<file path="src/rtl/dmi_arbiter.sv">
// DMI request/response types and a two-master round-robin arbiter in front of the
// Debug Module's single DMI slave port: one transaction in flight, bounded response latency.
package dm;
    typedef struct packed {
        logic [6:0]  addr;
        logic [1:0]  op;
        logic [31:0] data;
    } dmi_req_t;

    typedef struct packed {
        logic [31:0] data;
        logic [1:0]  resp;
    } dmi_resp_t;

    localparam logic [1:0] DmiRespFailed = 2'h2;
endpackage

module dmi_arbiter #(
    parameter int unsigned TimeoutCycles = 256
) (
    input  logic                 clk_i,
    input  logic                 rst_i,
    input  dm::dmi_req_t  [1:0]  req_i,
    input  logic          [1:0]  req_valid_i,
    output logic          [1:0]  req_ready_o,
    output dm::dmi_resp_t [1:0]  resp_o,
    output logic          [1:0]  resp_valid_o,
    input  logic          [1:0]  resp_ready_i,
    output dm::dmi_req_t         dm_req_o,
    output logic                 dm_req_valid_o,
    input  logic                 dm_req_ready_i,
    input  dm::dmi_resp_t        dm_resp_i,
    input  logic                 dm_resp_valid_i,
    output logic                 dm_resp_ready_o,
    output logic                 busy_o,
    output logic                 timeout_o
);
    localparam bit              TimeoutEn = (TimeoutCycles != 0);
    localparam int unsigned     CntW      = TimeoutEn ? $clog2(TimeoutCycles + 1) : 1;
    localparam logic [CntW-1:0] CntLast   = CntW'(TimeoutCycles - 1);

    typedef enum logic [1:0] {IDLE, REQ, RESP, DELIVER} state_e;

    state_e          state_q, state_d;
    logic            gnt_q, gnt_d;
    logic            last_q, last_d;
    dm::dmi_req_t    req_q, req_d;
    dm::dmi_resp_t   resp_q, resp_d;
    logic [CntW-1:0] cnt_q, cnt_d;
    logic            drain_q, drain_d;
    logic            grant_idx;

    // NOTE: every signal written here gets a default first, so no path through the case can infer a latch.
    always_comb begin
        state_d         = state_q;
        gnt_d           = gnt_q;
        last_d          = last_q;
        req_d           = req_q;
        resp_d          = resp_q;
        cnt_d           = cnt_q;
        drain_d         = drain_q;
        grant_idx       = 1'b0;
        req_ready_o     = '0;
        resp_o          = '0;
        resp_valid_o    = '0;
        dm_req_o        = '0;
        dm_req_valid_o  = 1'b0;
        dm_resp_ready_o = drain_q;
        timeout_o       = 1'b0;

        case (state_q)
            IDLE: begin
                // A tie goes to the master that was not served last.
                grant_idx = (&req_valid_i) ? ~last_q : req_valid_i[1];
                if (!drain_q && (|req_valid_i)) begin
                    req_ready_o[grant_idx] = 1'b1;
                    req_d   = req_i[grant_idx];
                    gnt_d   = grant_idx;
                    last_d  = grant_idx;
                    state_d = REQ;
                end
            end
            REQ: begin
                dm_req_valid_o = 1'b1;
                dm_req_o       = req_q;
                if (dm_req_ready_i) begin
                    cnt_d   = '0;
                    state_d = RESP;
                end
            end
            RESP: begin
                dm_resp_ready_o = 1'b1;
                if (dm_resp_valid_i) begin
                    resp_d  = dm_resp_i;
                    state_d = DELIVER;
                end else if (TimeoutEn && (cnt_q == CntLast)) begin
                    resp_d    = '{data: '0, resp: dm::DmiRespFailed};
                    drain_d   = 1'b1;
                    timeout_o = 1'b1;
                    state_d   = DELIVER;
                end else begin
                    cnt_d = cnt_q + CntW'(1);
                end
            end
            DELIVER: begin
                resp_valid_o[gnt_q] = 1'b1;
                resp_o[gnt_q]       = resp_q;
                if (resp_ready_i[gnt_q]) begin
                    state_d = IDLE;
                end
            end
            default: state_d = IDLE;
        endcase

        // The DM's late answer to a timed-out request is swallowed and never reaches a master.
        if (drain_q && dm_resp_valid_i) begin
            drain_d = 1'b0;
        end
    end

    // NOTE: registers use non-blocking assignments so each one samples pre-edge values of the others.
    always_ff @(posedge clk_i) begin
        if (rst_i) begin
            state_q <= IDLE;
            gnt_q   <= 1'b0;
            last_q  <= 1'b1;
            req_q   <= '0;
            resp_q  <= '0;
            cnt_q   <= '0;
            drain_q <= 1'b0;
        end else begin
            state_q <= state_d;
            gnt_q   <= gnt_d;
            last_q  <= last_d;
            req_q   <= req_d;
            resp_q  <= resp_d;
            cnt_q   <= cnt_d;
            drain_q <= drain_d;
        end
    end

    assign busy_o = (state_q != IDLE) || drain_q;

endmodule

</file>
<file path="config.mk">
export PLATFORM = sky130hd
export DESIGN_NAME = dmi_arbiter
export DESIGN_NICKNAME = d
export VERILOG_FILES = /design/src/rtl/dmi_arbiter.sv
export SDC_FILE = /design/constraint.sdc
export NUM_CORES = 1
export LEC_CHECK = 0
export CORE_ASPECT_RATIO = 0.75
export CORE_MARGIN = 2
export CORE_UTILIZATION = 39
export CTS_CLUSTER_SIZE = 28
export DETAILED_ROUTE_END_ITERATION = 10
export PLACE_DENSITY = 0.9
export SKIP_LAST_GASP = 1
export SYNTH_ARGS = -nofsm -noshare
export SYNTH_HDL_FRONTEND = slang
export SYNTH_SLANG_ARGS = --single-unit
</file>
<file path="constraint.sdc">
create_clock -name clk_i -period 2.4 [get_ports clk_i]
set_input_delay 0.48 -clock clk_i [delete_from_list [all_inputs] [get_ports clk_i]]
set_output_delay 0.48 -clock clk_i [all_outputs]
set_load 0.005 [all_outputs]
</file>
==> impl_summary.log <==
[metrics] initial cell density of the core: around two fifths
[metrics] total of flip-flops plus latches after synthesis: 89
[metrics] remaining antenna violation count after routing: 0
[metrics] top cell types by occurrence after synthesis: 89 x dfxtp_1, 88 x nor2_1, 77 x and2_1, 41 x a222oi_1
[metrics] met2 Resource Use GR: 42.7%
[metrics] hold depth: 2
[metrics] via count of the first global-routing pass: 4575
[metrics] core region area: about 10000 µm²
[metrics] biggest area contributors in the synthesized netlist: dfxtp_1 42%, and2_1 11%, a222oi_1 9.7%
[metrics] LEAKAGE: between 0.002 and 0.003 µW
[metrics] DR WL/cell: 17.3 µm
[metrics] depth of the CTS H-tree: 3
[metrics] total length of routed wires: roughly 15000 µm
[metrics] wire length of the first global-routing pass: 22700 µm
[metrics] synth warn: 0
[metrics] number of clock sinks seen by CTS: slightly below 90
[metrics] Reg-to-Reg Start: cnt_q[0]$_SDFFE_PP0P_
[metrics] RSZ-0062 raised after global routing: yes
[metrics] insertion delay to the later sink of the worst-skew pair: roughly 0.34 ns
[metrics] kind of capture point of the worst setup path: output pin
[metrics] critical path, cell by cell: ha_4 -> nor2b_4 -> buf_6 -> and2_1 -> clkdlybuf4s50_1
[metrics] run status: finished, final reports clean
[metrics] global routing usage summed across all routing layers: a little under a quarter
[metrics] CTS tree: yes
[metrics] hold buffer count at CTS: 0
[metrics] Crit path largest cell delay: 0.52 ns
[metrics] final hold vios: 0
[metrics] sink of the worst hold path: req_q[2]$_SDFFE_PP0P_
[metrics] Slew Limit Fails: 0
[metrics] standard-cell row count: 32
[metrics] Final Skew: 0.00602 ns
[metrics] number of failing setup endpoints in the final timing report: 0
[metrics] worst hold path startpoint: rst_i
[metrics] IR drop worst, VDD: between 0.0005 and 0.0006 V
[metrics] max-slew headroom at the worst pin: roughly 67%
[metrics] initial detailed-routing violation count: 499
[metrics] Worst setup SP type: flop
[metrics] weighted congestion reported at the end of routability-driven placement: about 0.86
[metrics] global routing's busiest layer: met2
[metrics] gr ovfl total: 0
[metrics] period utilization: ~100%
[metrics] GR Util met1: 26.8%
[metrics] worst-path cell with the longest stage delay: clkdlybuf4s50_1
[metrics] Final min period: 2.40 ns
[metrics] number of cells in the design after placement: a little over 800
[metrics] number of instances in the synthesized netlist: approximately 480
[metrics] vertical die dimension: 94.3 µm
[metrics] number of flops mapped to enable cells by yosys: 0
[metrics] largest net degree at the start of global routing: 43
[metrics] root buf cell: clkbuf_16
[metrics] total nets after synthesis: 610
[metrics] total standard cell area after synthesis: between 4000 and 5000 µm²
[metrics] Worst-Margin Slew: 0.499 ns
[metrics] via count of the routed design: between 4000 and 5000
[metrics] GR Layer Usage met3: 6.91%
[metrics] Reg2Reg Capture Point: cnt_q[5]$_SDFFE_PP0P_
[metrics] signal arrival time at the worst endpoint: 1.92 ns
[metrics] HP Class: in -> reg
[metrics] IO Count: 241
[metrics] power density relative to cell area: about 740 nW/µm²
[metrics] required time at the worst-slack endpoint: around 1.9 ns
[metrics] DRC violations left: 0
[metrics] Clock Tree Buf Depth: 2
[metrics] detailed placement HPWL: approximately 11000 µm
[metrics] number of port buffers: 240
[metrics] initial antenna violation count: 0
[metrics] Worst R2R Setup Slack: roughly 0.34 ns
[metrics] minimum setup slack in the final design: 0.00263 ns
[metrics] Worst R2R Path Depth: 9
[metrics] synthesized area divided by synthesized cell count: 8.86 µm²
[metrics] die outline area: approximately 12000 µm²
[metrics] Crit Path Max Fanout: 11
[metrics] area growth from synthesis to layout: 70.8%
[metrics] async set or reset register ratio after synthesis: 0%
[metrics] sequential area share after synthesis: a little over two fifths
[metrics] area share of the largest cell type after synthesis: about two fifths
[metrics] most common flop cell mapped by yosys: dfxtp_1
[metrics] count of inserted antenna diode cells: 0
[metrics] Max-Cap Viols: 0
[metrics] start-to-end type of the worst setup path: reg -> out
[metrics] net count reported at finish: 840
[metrics] x dimension of the die: between 100 and 150 µm
[metrics] library cell with the highest instance count after synthesis: dfxtp_1
[metrics] via/cell ratio: 5.56
[metrics] count of TritonRoute iterations in the first routing pass: 11
[metrics] Unique masters post-synth: 36
[metrics] total CTS buffers: 9
[metrics] register clock-pin slew on the reported worst setup and hold paths: 0.06 ns
[metrics] share of layout cells above drive strength 1: slightly below 9%
[metrics] fin cells: 850
[metrics] Fmax achieved: roughly 420 MHz
[metrics] DP Worst Slack: around 0.096 ns
[metrics] leading area contributor after synthesis: dfxtp_1
[cell families (layout without fill, tap and decap cells)]
kind of cell    after synthesis  in the layout  share of synthesized area, %
compound gates               92             92                          18.3
xor+xnor                      6              6                          1.24
fa+ha+maj                     7              7                          2.06
buf+inv                      53            288                          6.16
flops                        89             89                          42.0
mux                           3              3                          1.00
simple gates                229            229                          29.3
[worst max-delay path: cells and delay by family, from the launching register on]
family,cells,cell delay (ns)
flops,1,0.38
fa+ha+maj,1,0.13
simple gates,2,0.38
buf+inv,2,0.69
[metal layers]
| metal | vias up | part of all wire, % | wire, µm |
|---|---|---|---|
| li1 | 2175 | - | - |
| met1 | 2267 | 39 | 5730 |
| met2 | 242 | 51 | 7450 |
| met3 | 44 | 7.6 | 1120 |
| met4 | 0 | 2.8 | 417 |
| met5 | - | 0 | 0 |
[flip-flops by register name, indices dropped and copies added, names as in the netlist]
| name | flops |
|---|---|
| last_q | 1 |
| cnt_q | 9 |
| state_q | 2 |
| drain_q | 1 |
| req_q | 41 |
| gnt_q | 1 |
| resp_q | 34 |
[cells in the final DEF, fill, tap and decap left out, types with 2 or more instances in the layout]
master / instances
clkdlybuf4s50_1: 239
nor2_1: 87
dfxtp_1: 85
and2_1: 77
a222oi_1: 41
and3_1: 34
a22oi_1: 34
buf_4: 18
clkbuf_16: 10
inv_1: 6
xnor2_1: 6
a21oi_1: 5
nand2_1: 4
nand3b_1: 4
nand3_1: 4
o21ai_0: 4
nand2b_1: 4
buf_6: 4
nor4_2: 3
nor3_1: 3
ha_4: 3
bufinv_16: 3
a21oi_4: 2
o21bai_1: 2
mux2i_1: 2
ha_1: 2
ha_2: 2
dfxtp_2: 2
buf_12: 2
dfxtp_4: 2
[area by class of cell]
| class | instances | area [µm²] |
|---|---|---|
| inverter | 7 | 26.3 |
| timing repair buffer | 265 | 2640 |
| sequential | 89 | 1790 |
| multi-input combinational | 337 | 2270 |
| fill | 765 | 3200 |
| clock buffer | 11 | 243 |
| clock inverter | 5 | 103 |
| tap | 136 | 170 |
[worst max path at each step]
stage	startpoint	to	slack [ns]
floorplan	state_q[0]$_SDFFE_PP0P_	resp_o[10]	0.61
global placement	req_valid_i[0]	req_ready_o[0]	0.15
detailed placement	req_valid_i[1]	req_ready_o[1]	0.1
CTS	cnt_q[1]$_SDFFE_PP0P_	timeout_o	-0.03
global route	cnt_q[0]$_SDFFE_PP0P_	timeout_o	-0.08
finish	state_q[1]$_SDFFE_PP0P_	resp_o[6]	0.003
[where the power goes]
| part | switching [µW] | internal (µW) |
|---|---|---|
| sequential | 164 | 1740 |
| combinational | 897 | 929 |
| clock | 577 | 1040 |
| total | 1640 | 3710 |
[through the flow]
step / hold slack, ns / total power, µW / setup TNS (ns) / instance area, µm² / util, %
2_1_floorplan: 0.450 / 2890 / 0 / 4240 / -
3_3_place_gp: 0.461 / 3510 / 0 / 6750 / 64.6
3_5_place_dp: 0.473 / 3600 / 0 / 6750 / 64.6
4_1_cts: 0.445 / 5260 / -0.0538 / 7140 / 68.4
5_1_grt: 0.456 / 5630 / -1.56 / 7250 / 69.3
6_report: 0.464 / 5350 / 0 / 7250 / 69.3
[what timing repair did]
item / 4_1_cts / 5_1_grt
buffers inserted: 2 / 2
endpoints found under the hold margin: 0 / 0
cloned: 1 / 2
resized for setup: 10 / 14
endpoints found under the setup margin: 59 / 106
pin swaps: 1 / 0
Power figures use the tool's default switching activity.
